==> config.mk <==
export PLATFORM = sky130hd
export DESIGN_NAME = command_engine
export DESIGN_NICKNAME = d
export VERILOG_FILES = /design/src/rtl/cmdeng_pkg.sv /design/src/rtl/cmdeng_spi_seq.sv /design/src/rtl/command_engine.sv
export SDC_FILE = /design/constraint.sdc
export NUM_CORES = 1
export LEC_CHECK = 0
export CAP_MARGIN = 0
export CORE_MARGIN = 2
export CORE_UTILIZATION = 35
export DETAILED_ROUTE_END_ITERATION = 6
export DONT_BUFFER_PORTS = 1
export PLACE_DENSITY_LB_ADDON = 0.15
export SYNTH_ARGS = -nofsm -noshare
export SYNTH_HDL_FRONTEND = slang
export SYNTH_SLANG_ARGS = --single-unit
==> constraint.sdc <==
create_clock -name clk -period 3.15 [get_ports clk]
set_input_delay 0.63 -clock clk [delete_from_list [all_inputs] [get_ports clk]]
set_output_delay 0.63 -clock clk [all_outputs]
set_load 0.01 [all_outputs]
==> src/rtl/cmdeng_pkg.sv <==
// Shared opcodes, state encodings, error words and the readout byte-enable helper
// for command_engine and its SPI sequencer.
package cmdeng_pkg;

    localparam logic [7:0] OP_READOUT = 8'd0;
    localparam logic [7:0] OP_CLKSW   = 8'd1;
    localparam logic [7:0] OP_VERSION = 8'd2;
    localparam logic [7:0] OP_SPI     = 8'd3;
    localparam logic [7:0] OP_WRREG   = 8'd4;
    localparam logic [7:0] OP_RDREG   = 8'd5;

    localparam logic [31:0] ERR_BASE    = 32'hBAD0_0000;
    localparam logic [31:0] ERR_SPI_TMO = 32'hBAD0_0E03;

    typedef enum logic [2:0] {
        ST_RX,
        ST_DECODE,
        ST_RESP,
        ST_SPI,
        ST_RD_FETCH,
        ST_RD_SEND
    } state_t;

    typedef enum logic [1:0] {
        SPI_IDLE,
        SPI_LD,
        SPI_GO,
        SPI_WAIT
    } spi_state_t;

    // Byte enables for a readout beat given the bytes still owed to the host.
    function automatic logic [3:0] tkeep_for(input logic [31:0] remaining);
        if (remaining >= 32'd4)      return 4'b1111;
        else if (remaining == 32'd3) return 4'b0111;
        else if (remaining == 32'd2) return 4'b0011;
        else                         return 4'b0001;
    endfunction

endpackage

==> src/rtl/cmdeng_spi_seq.sv <==
// Three-byte SPI sequencer: selects one chip, sends three bytes, waits for the final receive strobe.
// Optional bounded waits with CMDENG_SPI_TIMEOUT_EN.
module cmdeng_spi_seq
    import cmdeng_pkg::*;
#(
    parameter int N_SPI_CS = 4,
    parameter int SPI_TMO  = 4095
)(
    input  logic                clk,
    input  logic                rstn,
    input  logic                start,
    input  logic [7:0]          cs_idx,
    input  logic [23:0]         tx_bytes,
    input  logic                spitxready,
    input  logic [7:0]          spirx,
    input  logic                spirxdv,
    output logic [7:0]          spitx,
    output logic                spitxdv,
    output logic [N_SPI_CS-1:0] spics_n,
    output logic                done,
    output logic [7:0]          rx_byte,
    output logic                timeout
);

    spi_state_t  st_q, st_d;
    logic [1:0]  sent_q;
    logic [23:0] tx_q;
    logic        tmo_hit;
    logic        finish;

`ifdef CMDENG_SPI_TIMEOUT_EN
    localparam int TMO_W = $clog2(SPI_TMO + 1);
    logic [TMO_W-1:0] tmo_cnt;
    logic             waiting;

    assign waiting = (st_q == SPI_LD && !spitxready) || (st_q == SPI_WAIT && !spirxdv);
    assign tmo_hit = waiting && (tmo_cnt == TMO_W'(SPI_TMO - 1));

    always_ff @(posedge clk or negedge rstn) begin
        if (!rstn)        tmo_cnt <= '0;
        else if (waiting) tmo_cnt <= tmo_cnt + 1'b1;
        else              tmo_cnt <= '0;
    end
`else
    // Waits are unbounded; the comparison is constant-false for any legal SPI_TMO.
    assign tmo_hit = (SPI_TMO < 0);
`endif

    always_comb begin
        st_d   = st_q;
        finish = 1'b0;
        case (st_q)
            SPI_IDLE: if (start) st_d = SPI_LD;
            SPI_LD: begin
                if (tmo_hit) begin
                    st_d   = SPI_IDLE;
                    finish = 1'b1;
                end else if (spitxready) begin
                    st_d = SPI_GO;
                end
            end
            // The GO cycle gives the master one clock to drop spitxready before LD samples it again.
            SPI_GO: st_d = (sent_q == 2'd2) ? SPI_WAIT : SPI_LD;
            SPI_WAIT: begin
                if (tmo_hit || spirxdv) begin
                    st_d   = SPI_IDLE;
                    finish = 1'b1;
                end
            end
            default: st_d = SPI_IDLE;
        endcase
    end

    assign spitxdv = (st_q == SPI_GO);

    always_comb begin
        case (sent_q)
            2'd0:    spitx = tx_q[7:0];
            2'd1:    spitx = tx_q[15:8];
            default: spitx = tx_q[23:16];
        endcase
    end

    always_ff @(posedge clk or negedge rstn) begin
        if (!rstn) begin
            st_q    <= SPI_IDLE;
            sent_q  <= 2'd0;
            tx_q    <= '0;
            spics_n <= '1;
            done    <= 1'b0;
            rx_byte <= '0;
            timeout <= 1'b0;
        end else begin
            st_q <= st_d;
            done <= finish;
            if (st_q == SPI_IDLE && start) begin
                tx_q    <= tx_bytes;
                sent_q  <= 2'd0;
                spics_n <= ~(N_SPI_CS'(1) << cs_idx);
                timeout <= 1'b0;
            end
            if (st_q == SPI_GO) sent_q <= sent_q + 2'd1;
            if (finish) begin
                spics_n <= '1;
                timeout <= tmo_hit;
                rx_byte <= spirx;
            end
        end
    end

endmodule

==> src/rtl/command_engine.sv <==
// Host command processor: byte commands in over AXI-stream, decoded actions, 32-bit response beats out.
// Define CMDENG_SPI_TIMEOUT_EN to bound the SPI waits (see cmdeng_spi_seq).
module command_engine
    import cmdeng_pkg::*;
#(
    parameter int          CMD_BYTES = 8,
    parameter int          N_SPI_CS  = 4,
    parameter int          N_REGS    = 8,
    parameter int          FIFO_W    = 32,
    parameter int          USED_W    = 11,
    parameter logic [31:0] VERSION   = 32'd5,
    parameter int          SPI_TMO   = 4095
)(
    input  logic                  clk,
    input  logic                  rstn,
    output logic                  i_tready,
    input  logic                  i_tvalid,
    input  logic [7:0]            i_tdata,
    input  logic                  o_tready,
    output logic                  o_tvalid,
    output logic [31:0]           o_tdata,
    output logic [3:0]            o_tkeep,
    output logic                  o_tlast,
    output logic                  clkswitch,
    output logic [7:0]            spitx,
    output logic                  spitxdv,
    input  logic                  spitxready,
    input  logic [7:0]            spirx,
    input  logic                  spirxdv,
    output logic [N_SPI_CS-1:0]   spics_n,
    output logic                  fifo_rd,
    input  logic [FIFO_W-1:0]     fifo_rdata,
    input  logic [USED_W-1:0]     fifo_rdused,
    output logic [32*N_REGS-1:0]  cfg_regs
);

    localparam int CNT_W  = $clog2(CMD_BYTES);
    localparam int REG_AW = (N_REGS > 1) ? $clog2(N_REGS) : 1;

    state_t            state_q, state_d;
    logic [7:0]        cmd_q [CMD_BYTES];
    logic [CNT_W-1:0]  byte_cnt_q;
    logic [31:0]       len_q;
    logic [31:0]       regs_q [N_REGS];
    logic [31:0]       dec_resp;
    logic [7:0]        opcode, idx;
    logic [31:0]       arg;
    logic [REG_AW-1:0] reg_sel;
    logic              reg_ok, cs_ok, rx_last;
    logic              spi_start, spi_done, spi_tmo;
    logic [7:0]        spi_rx;

    assign opcode   = cmd_q[0];
    assign idx      = cmd_q[1];
    assign arg      = {cmd_q[7], cmd_q[6], cmd_q[5], cmd_q[4]};
    assign reg_sel  = idx[REG_AW-1:0];
    assign reg_ok   = int'(idx) < N_REGS;
    assign cs_ok    = int'(idx) < N_SPI_CS;
    assign rx_last  = (byte_cnt_q == CNT_W'(CMD_BYTES - 1));
    assign i_tready = (state_q == ST_RX);

    for (genvar k = 0; k < N_REGS; k++) begin : g_cfg
        assign cfg_regs[32*k +: 32] = regs_q[k];
    end

    cmdeng_spi_seq #(
        .N_SPI_CS (N_SPI_CS),
        .SPI_TMO  (SPI_TMO)
    ) u_spi (
        .clk        (clk),
        .rstn       (rstn),
        .start      (spi_start),
        .cs_idx     (idx),
        .tx_bytes   ({cmd_q[4], cmd_q[3], cmd_q[2]}),
        .spitxready (spitxready),
        .spirx      (spirx),
        .spirxdv    (spirxdv),
        .spitx      (spitx),
        .spitxdv    (spitxdv),
        .spics_n    (spics_n),
        .done       (spi_done),
        .rx_byte    (spi_rx),
        .timeout    (spi_tmo)
    );

    always_comb begin
        state_d   = state_q;
        spi_start = 1'b0;
        case (state_q)
            ST_RX: if (i_tvalid && rx_last) state_d = ST_DECODE;
            ST_DECODE: begin
                case (opcode)
                    OP_READOUT: state_d = (arg == 32'd0) ? ST_RX : ST_RD_FETCH;
                    OP_SPI: begin
                        if (cs_ok) begin
                            state_d   = ST_SPI;
                            spi_start = 1'b1;
                        end else begin
                            state_d = ST_RESP;
                        end
                    end
                    default: state_d = ST_RESP;
                endcase
            end
            ST_RESP:     if (o_tready) state_d = ST_RX;
            ST_SPI:      if (spi_done) state_d = ST_RESP;
            ST_RD_FETCH: if (fifo_rdused != '0) state_d = ST_RD_SEND;
            ST_RD_SEND:  if (o_tready) state_d = o_tlast ? ST_RX : ST_RD_FETCH;
            default:     state_d = ST_RX;
        endcase
    end

    // Single-beat reply word; anything not recognised falls through to the error word.
    always_comb begin
        dec_resp = ERR_BASE | {24'd0, opcode};
        case (opcode)
            OP_CLKSW:   dec_resp = {31'd0, ~clkswitch};
            OP_VERSION: dec_resp = VERSION;
            OP_WRREG:   if (reg_ok) dec_resp = arg;
            OP_RDREG:   if (reg_ok) dec_resp = regs_q[reg_sel];
            default:    ;
        endcase
    end

    always_ff @(posedge clk or negedge rstn) begin
        if (!rstn) state_q <= ST_RX;
        else       state_q <= state_d;
    end

    // Command bytes carry no control meaning until DECODE, so they need no reset.
    always_ff @(posedge clk) begin
        if (state_q == ST_RX && i_tvalid) cmd_q[byte_cnt_q] <= i_tdata;
    end

    always_ff @(posedge clk or negedge rstn) begin
        if (!rstn) begin
            byte_cnt_q <= '0;
            len_q      <= '0;
            clkswitch  <= 1'b0;
            fifo_rd    <= 1'b0;
            o_tvalid   <= 1'b0;
            o_tdata    <= '0;
            o_tkeep    <= '0;
            o_tlast    <= 1'b0;
            for (int k = 0; k < N_REGS; k++) regs_q[k] <= '0;
        end else begin
            fifo_rd <= 1'b0;
            case (state_q)
                ST_RX: begin
                    if (i_tvalid) byte_cnt_q <= rx_last ? '0 : byte_cnt_q + 1'b1;
                end
                ST_DECODE: begin
                    len_q <= arg;
                    if (opcode == OP_CLKSW) clkswitch <= ~clkswitch;
                    if (opcode == OP_WRREG && reg_ok) regs_q[reg_sel] <= arg;
                    if (state_d == ST_RESP) begin
                        o_tvalid <= 1'b1;
                        o_tdata  <= dec_resp;
                        o_tkeep  <= 4'b1111;
                        o_tlast  <= 1'b1;
                    end
                end
                ST_RESP: begin
                    if (o_tready) o_tvalid <= 1'b0;
                end
                ST_SPI: begin
                    if (spi_done) begin
                        o_tvalid <= 1'b1;
                        o_tdata  <= spi_tmo ? ERR_SPI_TMO : {24'd0, spi_rx};
                        o_tkeep  <= 4'b1111;
                        o_tlast  <= 1'b1;
                    end
                end
                // Show-ahead FIFO: the head word is valid now, fifo_rd only retires it.
                ST_RD_FETCH: begin
                    if (fifo_rdused != '0) begin
                        fifo_rd  <= 1'b1;
                        o_tvalid <= 1'b1;
                        o_tdata  <= fifo_rdata[31:0];
                        o_tkeep  <= tkeep_for(len_q);
                        o_tlast  <= (len_q <= 32'd4);
                    end
                end
                ST_RD_SEND: begin
                    if (o_tready) begin
                        o_tvalid <= 1'b0;
                        len_q    <= len_q - ((len_q >= 32'd4) ? 32'd4 : len_q);
                    end
                end
                default: ;
            endcase
        end
    end

endmodule
# ---- After elaboration in Yosys (flattened, before gate mapping)
# Memory sizes are Yosys's and may differ from the RTL's. A register that Yosys moved wholly into a read port is not among the register bits.
# Cells that the tools add are included.
dict set report totals {
  regBits 376
  ram_bits 64
  out_inout_bits 310
  word_cells 154
  n_memories 1
}
dict set report classes {
  n_addsub 3
  n_lt_le_gt_ge 6
  eq_ne 27
  n_shift 1
  n_mux 63
  bitwise 3
  n_reduce_logical 26
}
# memory depth word_bits read_ports rd_clocked_by_memory_dff wr line
set mem_list {}
lappend mem_list {cmd_q 8 8 8 2 1 command_engine.sv:41} ;# logic [7:0] cmd_q [CMD_BYTES];
# cell n
set ops {}
lappend ops {{32-bit two-way mux} 11}
lappend ops {{256-bit bitwise mux} 1}
lappend ops {{32-bit case mux with 4 select lines} 1}
lappend ops {{32-bit binary-select mux with 3-bit select} 1}
lappend ops {{32-bit demux with 3-bit select} 1}
lappend ops {{32-bit case mux with 3 select lines} 1}
lappend ops {{32-bit by 2-bit equality test with 1-bit output, second input constant} 2}
lappend ops {{32-bit case mux with 2 select lines} 1}
lappend ops {{32-bit by 3-bit greater-or-equal comparator with 1-bit output, second input constant} 1}
lappend ops {{32-bit by 3-bit less-or-equal comparator with 1-bit output, second input constant} 1}
lappend ops {{32-bit logical NOT} 1}
lappend ops {{32-bit subtractor} 1}
lappend ops {{3-bit two-way mux} 9}
lappend ops {{4-bit two-way mux} 6}
lappend ops {{3-bit case mux with 6 select lines} 1}
lappend ops {{1-bit two-way mux} 17}
lappend ops {{8-bit by 2-bit equality test with 1-bit output, second input constant} 2}
lappend ops {{8-bit by 3-bit equality test with 1-bit output, second input constant} 2}
lappend ops {{8-bit case mux with 2 select lines} 1}
lappend ops {{2-bit two-way mux} 7}
lappend ops {{4-bit case mux with 3 select lines} 1}
lappend ops {{11-bit nonzero test} 1}
lappend ops {{2-bit != test, second input constant} 5}
lappend ops {{3-bit by 2-bit equality test with 1-bit output, second input constant} 3}
lappend ops {{other kinds (33)} 51}

# ---- Logic depth before layout (Yosys ltp)
# Gate-level depths: netlist (run 1).
# An unclocked memory read counts as a cell.
dict set report depth {
  depth_word 9
  mapped_depth 12
  depth_no_buf 11
}

# ---- Modules after synthesis
# A second synthesis (run 1) with hierarchy kept.
dict set report hier_totals {
  hier_cells 1618
  area_unflattened_um2 20638.5
}
# mod n_inst cells_per_inst area_each_um2
set by_module_without_submodules {}
lappend by_module_without_submodules {command_engine 1 1480 18814.3}
lappend by_module_without_submodules {cmdeng_spi_seq 1 138 1824.2}

# ---- Worst setup path after synthesis (run 1)
# No wires, ideal clock.
dict set report synth_timing {
  path_type {reg-to-reg}
  start {register len_q[12]}
  end {register len_q[16]}
  setup_time_ps 86
  arrival_time_ps 2683
  slack_ps 381
  path_stages_with_launch 12
  path_buffers 0
  period_less_slack_ps 2769
  path_cell_list {dfrtp_1 -> or4_4 -> nor4_4 -> nand2_1 -> o21ai_0 -> ha_1 -> o21ai_0 -> nand4_1 -> a311o_1 -> nor2_1 -> and3_1 -> nor3_1}
}
dict set report synth_via {
  elab_chain_cells 5
}
# item line
set synth_lines {}
lappend synth_lines {{start: declaration} command_engine.sv:43} ;# logic [31:0] len_q;
lappend synth_lines {{start signal: assignment} command_engine.sv:153} ;# len_q <= arg;
lappend synth_lines {{start signal: assignment} command_engine.sv:187} ;# len_q <= len_q - ((len_q >= 32'd4) ? 32'd4 : len_q);
lappend synth_lines {{32-bit by 3-bit greater-or-equal comparator with 1-bit output} command_engine.sv:187}
lappend synth_lines {{32-bit two-way mux} command_engine.sv:187}
lappend synth_lines {{32-bit subtractor *} command_engine.sv:187}
lappend synth_lines {{32-bit two-way mux *} command_engine.sv:185} ;# if (o_tready) begin
lappend synth_lines {{32-bit case mux with 2 select lines *} command_engine.sv:148} ;# case (state_q)
# Mark *: on every way between the ends. The rest lies on a longest branch, timed or not. The select of a mux whose other input is x is not followed.
# A chain may end at the register's enable or synchronous reset.

# ---- Worst setup path in the final report (run 1)
# Ends and elaborated chain as after synthesis.

==> results_dict.tcl, run 1 <==
set metrics [dict create \
    cp.arrival_ns 3.50 \
    p_total_mw 15.4 \
    critical_path.startpoint_type "register" \
    cp_max_fo 8 \
    period_needed_ns 2.97 \
    cts_buffers 50 \
    fillers 5519 \
    final_nets 1731 \
    reg2reg_from "len_q[12]" \
    cts.sinks 439 \
    p_per_area_nw_per_um2 657 \
    setup_viol 0 \
    endpoint_kind "register" \
    wl_per_cell_um 29.6 \
    grt_pass1_vias 14600 \
    dp.cells 2372 \
    synth-edff-count 64 \
    initial_core_util_pct 35.4 \
    routed_via_density 5.80 \
    clkSlewWorstSetupHoldPaths_ns 0.06 \
    h-tree-depth 2 \
    io_pins 375 \
    yosysTopAreaCellShare_pct 45.4 \
    path_class "reg -> reg" \
    rsz0062_at_grt "no" \
    yosysMostFrequentCell "dfrtp_1" \
    slew-limit-headroom_pct 7.14 \
    crit_family "simple AND/OR/NAND/NOR gates" \
    syn2layout_area_growth_pct 14.6 \
    antenna_found_initial 2 \
    multi_input_area_um2 8480 \
    vias 14300 \
    regToRegEndpoint "len_q[16]" \
    drv_slew 0 \
    setup_tns_ns 0 \
    synth-seq-cells 439 \
    cts_buffer_depth 3 \
    drt-total-wl_um 73100 \
    design.die.area_um2 60400 \
    grt.total_usage_pct 24.0 \
    placementRows 88 \
    cts_tree "built" \
    hold_slack_ns -0.264 \
    die_x_um 246 \
    worst_path_largest_cell_delay_ns 0.61 \
    drt_iter0_markers 1215 \
    p_leak_nw 10.5 \
    ant_nets 0 \
    final_area_um2 23400 \
    grt_pass1_wl_um 106000 \
    hold_viol 265 \
    place_ws_ns 0.0911 \
    synthArstFlopShare_pct 85.4 \
    fin_worst_skew_ns 0.0235 \
    max_freq_mhz 336 \
    cap_violations 0 \
    overflow 0 \
    slowest_stage "or4_4" \
    yosysTopAreaCell "dfrtp_1" \
    dp_hpwl_um 50600 \
    yosys_warnings 0 \
    finalCritPeriodShare_pct 94.4 \
    clock_latency_ns 0.61 \
    drive_gt1_share_pct 31.0 \
    peakVddDrop_mv 0.377 \
    synth_flop_cell "dfrtp_1" \
    synthTopCellsByCount "dfrtp_1, mux2_2, nand2_1" \
    worstHoldPathType "in -> async" \
    numPortBuffers 0 \
    finalWorstSetupSlack_ns 0.176 \
    place.gp.congestion 0.885 \
    cp_data_required_time_ns 3.68 \
    syn_inst 1649 \
    yosysUniqueCellTypes 79 \
    synth_seq_area_share_pct 55.3 \
    syn_nets 1720 \
    register_area_um2 11300 \
    dieHeight_um 246 \
    dpl_cell_area_um2 21700 \
    drc 0 \
    cts-root-buf "clkbuf_16" \
    synth.area.top_cells "dfrtp_1, mux2_2, edfxtp_1" \
    critPathBufInv 0 \
    drtPass1Iterations 6 \
    tightest_slew_ns 1.39 \
    rrSetupSlack_ns 0.18 \
    synth_area_per_cell_um2 12.4 \
    cp_cell_sequence "or4_4 > nor4_4 > nand2_1 > o21ai_0 > ha_1 > o21ai_1 > nand4_1 > a311o_1 > nor2_1 > and3_1 > nor3_1" \
    ff2ff_path_depth 11 \
    core_um2 57700 \
    violations "hold timing" \
    final_cells 2468 \
    grt_max_degree 376 \
    syn-cell-area_um2 20400 \
    status "finished with violations" \
]
## cell type report
type	count	area share (%)
antenna	3	0.0320
inverter	21	0.337
tap	765	4.09
sequential	439	48.3
clock buffer	75	6.44
clock inverter	17	0.988
timing repair buffer	93	3.62
multi-input combinational	1055	36.2
## repair_timing
action / 4_1_cts / 5_1_grt
resized for setup: 0 / 1
setup endpoints to repair: 0 / 2
setup buffers: 0 / 1
hold endpoints to repair: 375 / 371
## metal layers
layer / up-vias / share of wire (%) / wire length, µm / track usage (%)
li1: 6163 / - / - / -
met1: 7472 / 41 / 30000 / 31.0
met2: 576 / 47 / 34600 / 38.8
met3: 106 / 9.1 / 6660 / 7.17
met4: 0 / 2.4 / 1780 / 6.83
met5: - / 0 / 0 / 0
## per-stage QoR
step / hold WS (ns) / utilization [%]
2_1_floorplan: 0.334 / -
3_3_place_gp: 0.357 / 37.6
3_5_place_dp: 0.356 / 37.6
4_1_cts: -0.292 / 40.6
5_1_grt: -0.286 / 40.6
6_report: -0.264 / 40.6
## cell usage in the layout, fill, tap and decap left out, types with 9 or more instances in the layout
| master | n |
|---|---|
| and3_1 | 11 |
| buf_4 | 81 |
| a31oi_1 | 16 |
| nand3_1 | 24 |
| edfxtp_1 | 64 |
| clkbuf_8 | 10 |
| nand2b_1 | 13 |
| o31ai_1 | 12 |
| mux2_2 | 284 |
| a21oi_1 | 31 |
| a221oi_1 | 17 |
| dfrtp_1 | 371 |
| a211oi_1 | 11 |
| or3_1 | 12 |
| mux2_1 | 9 |
| buf_12 | 12 |
| clkbuf_16 | 53 |
| mux2_4 | 21 |
| a22oi_1 | 34 |
| a221o_1 | 21 |
| nand2_1 | 155 |
| nand4_1 | 9 |
| inv_1 | 20 |
| o22ai_1 | 28 |
| o211ai_1 | 11 |
| nor3_1 | 29 |
| mux2i_1 | 39 |
| o21ai_0 | 54 |
| nor4_1 | 19 |
| clkbuf_1 | 12 |
| o311ai_0 | 10 |
| mux4_2 | 16 |
| nor2_1 | 55 |
## cells by family (layout without fill, tap and decap cells)
family | count (synthesis) | count (layout) | share of synthesized area [%]
other cells | 1 | 4 | 0.0183
flops | 439 | 439 | 55.3
fa+ha+maj | 6 | 6 | 0.367
xor+xnor | 3 | 3 | 0.129
simple gates | 379 | 379 | 9.14
buf+inv | 155 | 206 | 3.38
mux | 369 | 369 | 21.4
compound gates | 297 | 297 | 10.3
## flip-flops by register name (all words and copies together) (netlist names), 2 cells and up
register	count
byte_cnt_q	3
state_q	3
u_spi.tx_q	24
o_tdata	32
o_tkeep	4
cmd_q	64
cfg_regs	256
u_spi.rx_byte	8
u_spi.sent_q	2
u_spi.st_q	2
len_q	32
u_spi.spics_n	4
## worst max-delay path by stage
stage | startpoint | slack, ns | end | cells after the start
after floorplan | len_q[12] | 0.38 | len_q[16] | 11
after global placement | len_q[12] | 0.15 | len_q[16] | 11
after detailed placement | len_q[12] | 0.09 | len_q[16] | 11
after CTS | len_q[12] | 0.11 | len_q[16] | 11
after global routing | len_q[12] | 0.04 | len_q[16] | 11
final | len_q[12] | 0.18 | len_q[16] | 11
## power by group
part	switching, mW	internal, mW	total, mW
clock	2.48	3.71	6.20
sequential	0.737	6.35	7.08
combinational	1.20	0.902	2.10
Power figures use the tool's default switching activity.
==> run 2: changes to the inputs <==
==> constraint.sdc (replaced) <==
create_clock -name clk -period 3.11 [get_ports clk]
set_input_delay 0.622 -clock clk [delete_from_list [all_inputs] [get_ports clk]]
set_output_delay 0.622 -clock clk [all_outputs]
set_load 0.01 [all_outputs]
==> run 2 against run 1 <==
  * The run still ends with hold timing left
  * Final area shrank 0.10%
  * Clock power grew 1%
  * Core utilization is essentially flat
  * Critical path type unchanged
  * Highest routed layer is now met5
==> results_dict.tcl, run 2 (synthesis gave the netlist of run 1 again) <==
set metrics [dict create \
    finalCritPeriodShare_pct 94.1 \
    clock_latency_ns 0.61 \
    place.gp.congestion 0.896 \
    cts_tree "built" \
    routed_via_density 5.85 \
    drt_iter0_markers 1237 \
    clkSlewWorstSetupHoldPaths_ns 0.06 \
    overflow 0 \
    cts-root-buf "clkbuf_16" \
    critical_path.startpoint_type "register" \
    drv_slew 0 \
    hold_viol 208 \
    wl_per_cell_um 30.0 \
    status "finished with violations" \
    drive_gt1_share_pct 30.9 \
    ff2ff_path_depth 11 \
    hold_slack_ns -0.267 \
    multi_input_area_um2 8480 \
    syn2layout_area_growth_pct 14.5 \
    numPortBuffers 0 \
    cp_max_fo 8 \
    mostFrequentLayoutCells "dfrtp_1, mux2_2, nand2_1" \
    dp_hpwl_um 50700 \
    grt_pass1_vias 14700 \
    slew-limit-headroom_pct 1.17 \
    cts.sinks 439 \
    design.die.area_um2 60400 \
    worstHoldPathType "in -> async" \
    grt.total_usage_pct 24.1 \
    regToRegEndpoint "len_q[16]" \
    core_um2 57700 \
    p_total_mw 15.6 \
    setup_viol 0 \
    cp_data_required_time_ns 3.62 \
    fin_worst_skew_ns 0.0139 \
    reg2reg_from "len_q[12]" \
    p_leak_nw 10.5 \
    peakVddDrop_mv 0.425 \
    die_x_um 246 \
    fillers 5514 \
    initial_core_util_pct 35.4 \
    p_per_area_nw_per_um2 666 \
    largest_reg_flops 256 \
    register_area_um2 11300 \
    endpoint_kind "register" \
    vias 14400 \
    period_needed_ns 2.93 \
    max_freq_mhz 342 \
    h-tree-depth 2 \
    drtPass1Iterations 5 \
    tightest_slew_ns 1.48 \
    final_common_cell "dfrtp_1" \
    ant_nets 0 \
    cap_violations 0 \
    placementRows 88 \
    path_class "reg -> reg" \
    drc 0 \
    setup_tns_ns 0 \
    cts_buffer_depth 3 \
    cp.arrival_ns 3.44 \
    diodes 0 \
    final_nets 1725 \
    cts_buffers 51 \
    rrSetupSlack_ns 0.18 \
    rsz0062_at_grt "no" \
    grt_max_degree 376 \
    grt_pass1_wl_um 107000 \
    antenna_found_initial 3 \
    drt-total-wl_um 73800 \
    dieHeight_um 246 \
    io_pins 375 \
    violations "hold timing" \
]
-- run 2: changes by cell type in the layout (fill, tap and decap cells not counted), moves of 3 or more --
cell      change
clkbuf_1      +3
clkinv_1      -3
diode_2       -3
buf_4         -9
-- run 2: per-stage QoR --
step / cell area, µm² / instances / hold slack (ns) / worst slack (ns) / util [%]
2_1_floorplan: 20400 / 1649 / 0.326 / 0.341 / -
3_3_place_gp: 21600 / 2365 / 0.350 / 0.131 / 37.5
3_5_place_dp: 21600 / 2365 / 0.347 / 0.0933 / 37.5
4_1_cts: 23400 / 2461 / -0.294 / 0.0709 / 40.5
5_1_grt: 23400 / 2462 / -0.288 / 0.0114 / 40.6
6_report: 23400 / 2462 / -0.267 / 0.184 / 40.6
-- run 2: per-layer routing --
| layer | share of wire [%] | global-route usage, % |
|---|---|---|
| met4 | 1.9 | 5.56 |
| met5 | 0.028 | 0 |
| met3 | 9.4 | 8.58 |
| met2 | 47 | 38.3 |
| met1 | 42 | 31.6 |
-- run 2: worst max path at each step --
| stage | startpoint | end | slack, ns |
|---|---|---|---|
| floorplan | len_q[12] | len_q[16] | 0.34 |
| global placement | state_q[2] | o_tdata[11] | 0.13 |
| detailed placement | state_q[2] | o_tdata[26] | 0.09 |
| CTS | state_q[2] | o_tdata[13] | 0.07 |
| global route | len_q[12] | len_q[16] | 0.01 |
| finish | len_q[12] | len_q[16] | 0.18 |
-- run 2: report_power, final --
| group | internal [mW] | leakage [nW] | switching [mW] |
|---|---|---|---|
| combinational | 0.898 | 3.96 | 1.24 |
| clock | 3.75 | 0.857 | 2.53 |
| sequential | 6.43 | 5.66 | 0.740 |
-- run 2: final cells by class --
| type | count | share of cell area, % |
|---|---|---|
| multi-input combinational | 1055 | 36.3 |
| clock buffer | 80 | 6.61 |
| tap | 765 | 4.09 |
| clock inverter | 16 | 0.856 |
| sequential | 439 | 48.3 |
| timing repair buffer | 86 | 3.51 |
| inverter | 21 | 0.337 |
-- run 2: timing repair --
action | in CTS | in global routing
buffers inserted | 0 | 1
endpoints found under the hold margin | 375 | 371
resized for setup | 0 | 2
endpoints found under the setup margin | 0 | 20
-- run 2: worst max-delay path: stages, from the launching register on --
cell and delay (ns):
dfrtp_2 0.45, or4_4 0.59, nor4_4 0.30, nand2_1 0.11, o21ai_0 0.19, ha_1 0.19
o21ai_0 0.14, nand4_1 0.17, a311o_1 0.26, nor2_1 0.08, and3_1 0.18, nor3_1 0.19
